$ cat src/rtl/operand_fetch.sv
// Operand-fetch stage: register file + busy scoreboard feeding the ALU from one output register.
// Latency: 1 cycle from accept to out_valid; one instruction per cycle when the ALU keeps up.
// Backpressure: in_ready drops on RAW/WAW hazard or when the held output is not consumed.
// Optional forwarding from the write-back port: define OPERAND_FETCH_BYPASS_EN.

package typedefs_pkg;
  typedef enum logic [2:0] {
    ALU_ADD = 3'd0,
    ALU_SUB = 3'd1,
    ALU_AND = 3'd2,
    ALU_OR  = 3'd3,
    ALU_XOR = 3'd4,
    ALU_SLL = 3'd5,
    ALU_SRL = 3'd6,
    ALU_SRA = 3'd7
  } aluop_sel_t;
endpackage

module operand_fetch
  import typedefs_pkg::*;
#(
  parameter int DWIDTH = 8,
  parameter int NREGS  = 8,
  localparam int AWIDTH = $clog2(NREGS)
) (
  input  logic              clk,
  input  logic              rst_n,
  input  logic              in_valid,
  output logic              in_ready,
  input  logic [AWIDTH-1:0] in_rs1,
  input  logic [AWIDTH-1:0] in_rs2,
  input  logic [AWIDTH-1:0] in_rd,
  input  logic              in_rd_we,
  input  logic              in_use_imm,
  input  logic [DWIDTH-1:0] in_imm,
  input  aluop_sel_t        in_sel,
  output logic              out_valid,
  input  logic              out_ready,
  output logic [DWIDTH-1:0] out_src1,
  output logic [DWIDTH-1:0] out_src2,
  output aluop_sel_t        out_sel,
  output logic [AWIDTH-1:0] out_rd,
  output logic              out_rd_we,
  input  logic              wb_valid,
  input  logic [AWIDTH-1:0] wb_rd,
  input  logic [DWIDTH-1:0] wb_data
);

  typedef enum logic {EMPTY = 1'b0, FULL = 1'b1} state_t;

  state_t            state_q, state_d;
  logic [DWIDTH-1:0] regs_q [NREGS];
  logic [NREGS-1:0]  busy_q, busy_d;
  logic [DWIDTH-1:0] src1_q, src2_q;
  aluop_sel_t        sel_q;
  logic [AWIDTH-1:0] rd_q;
  logic              rd_we_q;

  logic              fwd1, fwd2, fwdd;
  logic              haz1, haz2, hazd, hazard;
  logic [DWIDTH-1:0] opnd1, opnd2;
  logic              accept;

  // Forwarding match: a write-back landing on a source/destination this cycle.
  always_comb begin
    fwd1 = 1'b0;
    fwd2 = 1'b0;
    fwdd = 1'b0;
`ifdef OPERAND_FETCH_BYPASS_EN
    fwd1 = wb_valid && (wb_rd == in_rs1) && (in_rs1 != '0);
    fwd2 = wb_valid && (wb_rd == in_rs2) && (in_rs2 != '0);
    fwdd = wb_valid && (wb_rd == in_rd)  && (in_rd  != '0);
`endif
  end

  // Hazard detection and operand selection; reg 0 always reads as zero.
  always_comb begin
    haz1   = (in_rs1 != '0) && busy_q[in_rs1] && !fwd1;
    haz2   = !in_use_imm && (in_rs2 != '0) && busy_q[in_rs2] && !fwd2;
    hazd   = in_rd_we && (in_rd != '0) && busy_q[in_rd] && !fwdd;
    hazard = haz1 || haz2 || hazd;
    opnd1  = (in_rs1 == '0) ? '0 : (fwd1 ? wb_data : regs_q[in_rs1]);
    if (in_use_imm) begin
      opnd2 = in_imm;
    end else begin
      opnd2 = (in_rs2 == '0) ? '0 : (fwd2 ? wb_data : regs_q[in_rs2]);
    end
    in_ready = !hazard && ((state_q == EMPTY) || out_ready);
    accept   = in_valid && in_ready;
  end

  // Output-register occupancy: loads on accept, drains when consumed with nothing behind it.
  always_comb begin
    state_d = state_q;
    case (state_q)
      EMPTY:   if (accept) state_d = FULL;
      FULL:    if (out_ready && !accept) state_d = EMPTY;
      default: state_d = EMPTY;
    endcase
  end

  // Occupancy state register.
  always_ff @(posedge clk or negedge rst_n) begin
    if (!rst_n) state_q <= EMPTY;
    else        state_q <= state_d;
  end

  // Busy bits: write-back clears, accept with a destination sets; set wins on a tie.
  always_comb begin
    busy_d = busy_q;
    if (wb_valid) busy_d[wb_rd] = 1'b0;
    if (accept && in_rd_we && (in_rd != '0)) busy_d[in_rd] = 1'b1;
    busy_d[0] = 1'b0;
  end

  // Busy scoreboard register.
  always_ff @(posedge clk or negedge rst_n) begin
    if (!rst_n) busy_q <= '0;
    else        busy_q <= busy_d;
  end

  // Register file write port; writes to reg 0 are dropped.
  always_ff @(posedge clk or negedge rst_n) begin
    if (!rst_n) begin
      for (int i = 0; i < NREGS; i++) regs_q[i] <= '0;
    end else if (wb_valid && (wb_rd != '0)) begin
      regs_q[wb_rd] <= wb_data;
    end
  end

  // Output operand register; held while the ALU is not consuming.
  always_ff @(posedge clk or negedge rst_n) begin
    if (!rst_n) begin
      src1_q  <= '0;
      src2_q  <= '0;
      sel_q   <= ALU_ADD;
      rd_q    <= '0;
      rd_we_q <= 1'b0;
    end else if (accept) begin
      src1_q  <= opnd1;
      src2_q  <= opnd2;
      sel_q   <= in_sel;
      rd_q    <= in_rd;
      rd_we_q <= in_rd_we;
    end
  end

  assign out_valid = (state_q == FULL);
  assign out_src1  = src1_q;
  assign out_src2  = src2_q;
  assign out_sel   = sel_q;
  assign out_rd    = rd_q;
  assign out_rd_we = rd_we_q;

endmodule

$ cat config.mk
export PLATFORM = sky130hd
export DESIGN_NAME = operand_fetch
export DESIGN_NICKNAME = d
export VERILOG_FILES = /design/src/rtl/operand_fetch.sv
export SDC_FILE = /design/constraint.sdc
export NUM_CORES = 1
export LEC_CHECK = 0
export ABC_CLOCK_PERIOD_IN_PS = 2400
export CORE_MARGIN = 5
export CORE_UTILIZATION = 55
export CTS_CLUSTER_SIZE = 20
export DETAILED_ROUTE_END_ITERATION = 8
export GPL_TIMING_DRIVEN = 0
export MAX_ROUTING_LAYER = met4
export PLACE_DENSITY = 0.85
export SLEW_MARGIN = 10
export SYNTH_ARGS = -nofsm -noshare
export SYNTH_HDL_FRONTEND = slang
export SYNTH_SLANG_ARGS = --single-unit
$ cat constraint.sdc
create_clock -name clk -period 2.4 [get_ports clk]
set_input_delay 0.24 -clock clk [delete_from_list [all_inputs] [get_ports clk]]
set_output_delay 0.24 -clock clk [all_outputs]
set_load 0.01 [all_outputs]
==> summary.md <==
| Metric | Value |
|---|---|
| Avg Inst Size Synth | 12.62 um2 |
| Final clock skew | 8.710 ps |
| Status | completed |
| Final wirelength | 12.37 mm |
| Synth Net Count | 422 |
| Final core utilization | 66.76% |
| Largest net degree at the start of global routing | 68 |
| Seq/Total Area, Yosys | 47.51% |
| Routed vias | 3,639 |
| YS warnings | 0 |
| Final setup TNS | 0 ps |
| Area grow syn2layout | 18.98% |
| F_max | 0.4424 GHz |
| Synth cell types | 38 |
| Hold Violations, Final | 0 |
| Final Cycle Share | 94.19% |
| Fin worst setup slack | 139.5 ps |
| # diodes | 0 |
| Setup CP Type | in -> reg |
| TritonRoute pass-1 iters | 5 |
| Detailed Place HPWL | 8.519 mm |
| Place WS | -295.4 ps |
| Die area | 0.01079 mm2 |
| WL/cell | 21.82 um |
| RSZ-0062 raised after global routing | no |
| Min Tclk post-route | 2260 ps |
| Initial DRC count | 285 |
| H-tree Lvls | 3 |
| Total GRT Usage | 24.31% |
| Hold crit path type | in -> async |
| Yosys top cell by area | dfrtp_1 |
| Maxcap violations | 0 |
| Leakage power | 2.468 nW |
| Global-route wire length before repair | 20.15 mm |
| Port buffer count | 57 |
| # setup viols final | 0 |
| Async SR Flop Fraction | 100.0% |
| Placer Congestion | 0.8949 |
| Synth Flop Type | dfrtp_1 |
| Clk sinks | 92 |
| Synthesis-stage register bit count | 92 |
| Cell Count, Final, Fillers Out | 567 |
| Worst-Margin Slew | 1039 ps |
| CP required | 2650 ps |
| Synth top cells by count | 92 x dfrtp_1, 60 x mux2_2, 25 x mux2i_1 |
| Mapped Area | 0.004846 mm2 |
| Most common cell in the synthesized netlist | dfrtp_1 |
| Longest Clk Path Bufs | 2 |
| Top cell type's share of synthesized area | 47.51% |
| DIE WIDTH | 103.9 um |
| Clk Latency, worst-skew pair | 360 ps |
| Leading post-synthesis cells by cell area | dfrtp_1 48%, mux2_2 14%, mux2_4 7.1% |
| Vias per cell | 6.418 |
| Synth Instances | 384 |
| # DRC | 0 |
| Vias in the first global route | 3,817 |
| EDFF count, synth | 0 |
| Initial Utilization | 56.11% |
| CTS root buffer | clkbuf_8 |
| CTS buffer count | 9 |
| Core area | 0.008636 mm2 |
| Slew Viols, Final | 0 |
| Die Y | 103.9 um |
| Congestion Overflow GR | 0 |
| Startpoint types | primary input |
| Cell Rows | 34 |
| Critical path endpoint category | flop |
| Max transition margin | 30.35% |
| PwrDens | 849.1 mW/mm2 |
| Initial antenna violation count | 0 |
| IO Pins | 63 |
| Routed Antenna Nets | 0 |
| Layout cell share with drive strength beyond 1 | 28.54% |
| Fin nets | 492 |
| Dpl cells | 550 |
| Critical path arrival | 2510 ps |
| Worst VDD drop | 0.0003948 V |
| Largest fanout on the critical path | 10 |
| Worst Reg-to-Reg Cells | 7 |
| CTS tree | done |
| Clk slew on worst S/H paths | 90 ps |
-- state kept, by name, summed over array words and instances (netlist names) --
name       count
busy_q         7
out_sel        3
out_src2       8
regs_q        61
out_valid      1
out_rd         3
out_rd_we      1
out_src1       8
-- critical path, cell delays in order --
cell	delay (ps)
clkdlybuf4s50_1	520
buf_6	160
mux2_2	340
a221oi_2	240
o311a_1	230
buf_4	120
o211a_4	180
buf_8	170
mux2_4	310
-- cells by family after synthesis --
kind of cell           share of synthesized area, %
multiplexers                                  31.35
flip-flops                                    47.51
AO/OA/AOI/OAI                                 10.95
AND/OR/NAND/NOR                               6.274
buffers and inverters                         3.924
-- area by class of cell --
type | count | area (um2)
inverter | 6 | 22.52
multi-input combinational | 256 | 2360
fill | 613 | 2870
timing repair buffer | 60 | 608.1
clock inverter | 7 | 50.05
clock buffer | 9 | 123.9
buffer | 29 | 163.9
sequential | 92 | 2302
tap | 108 | 135.1
-- path summary, 6_finish.rpt --
kind / start / slack, ps / to
min in group clk: in_rd[1] / 420 / busy_q[6]$_DFF_PN0_
hold / removal: rst_n / 320 / regs_q[3]$_DFFE_PN0P_
setup / recovery: in_rs2[0] / 140 / out_sel[0]$_DFFE_PN0P_
hold reg to reg: regs_q[56]$_DFFE_PN0P_ / 470 / regs_q[56]$_DFFE_PN0P_
max in group asynchronous: rst_n / 1420 / regs_q[9]$_DFFE_PN0P_
setup reg to reg: busy_q[6]$_DFF_PN0_ / 290 / out_sel[0]$_DFFE_PN0P_
-- stage by stage --
stage / hold WS, ps / total power, W / cell area [um2]
floorplan: -55.59 / 0.003232 / 4846
global placement: 436.0 / 0.003869 / 5552
detailed placement: 180.0 / 0.003960 / 5577
CTS: 329.0 / 0.004916 / 5773
global route: 368.9 / 0.005149 / 5766
finish: 320.2 / 0.004895 / 5766
-- timing repair --
item	4_1_cts	5_1_grt
gates resized for setup	2	2
hold buffers	1	0
setup endpoints to repair	1	3
hold endpoints to repair	25	0
setup buffers	1	0
pin swaps	1	0
-- layout by cell type, fill, tap and decap left out, types with 3 or more instances in the layout --
master            n
dfrtp_1          92
mux2_2           60
clkdlybuf4s50_1  55
mux2i_1          25
mux2_4           23
nor2_1           22
nand2_1          17
a21oi_1          17
clkbuf_1         14
mux4_2           11
nor2b_1          11
o21ai_0          10
clkbuf_8          9
a221oi_1          8
a2bb2oi_1         8
a211oi_1          8
o31ai_1           8
inv_1             6
buf_2             5
a32o_1            5
buf_1             4
buf_6             3
buf_4             3
nand3_1           3
clkinvlp_4        3
-- report_power, final --
part / internal (W) / switching, W / total (W)
clock network: 0.000380 / 0.000574 / 0.000953
registers: 0.00197 / 0.000310 / 0.00228
logic: 0.00105 / 0.000612 / 0.00167
-- per-layer routing --
| metal | track usage [%] | vias up | part of all wire, % |
|---|---|---|---|
| li1 | - | 1565 | - |
| met1 | 31.17 | 1841 | 42 |
| met2 | 36.66 | 193 | 46 |
| met3 | 6.456 | 40 | 8.9 |
| met4 | 10.36 | 0 | 3.5 |
| met5 | - | - | 0 |
(Power assumes the default switching activity.)
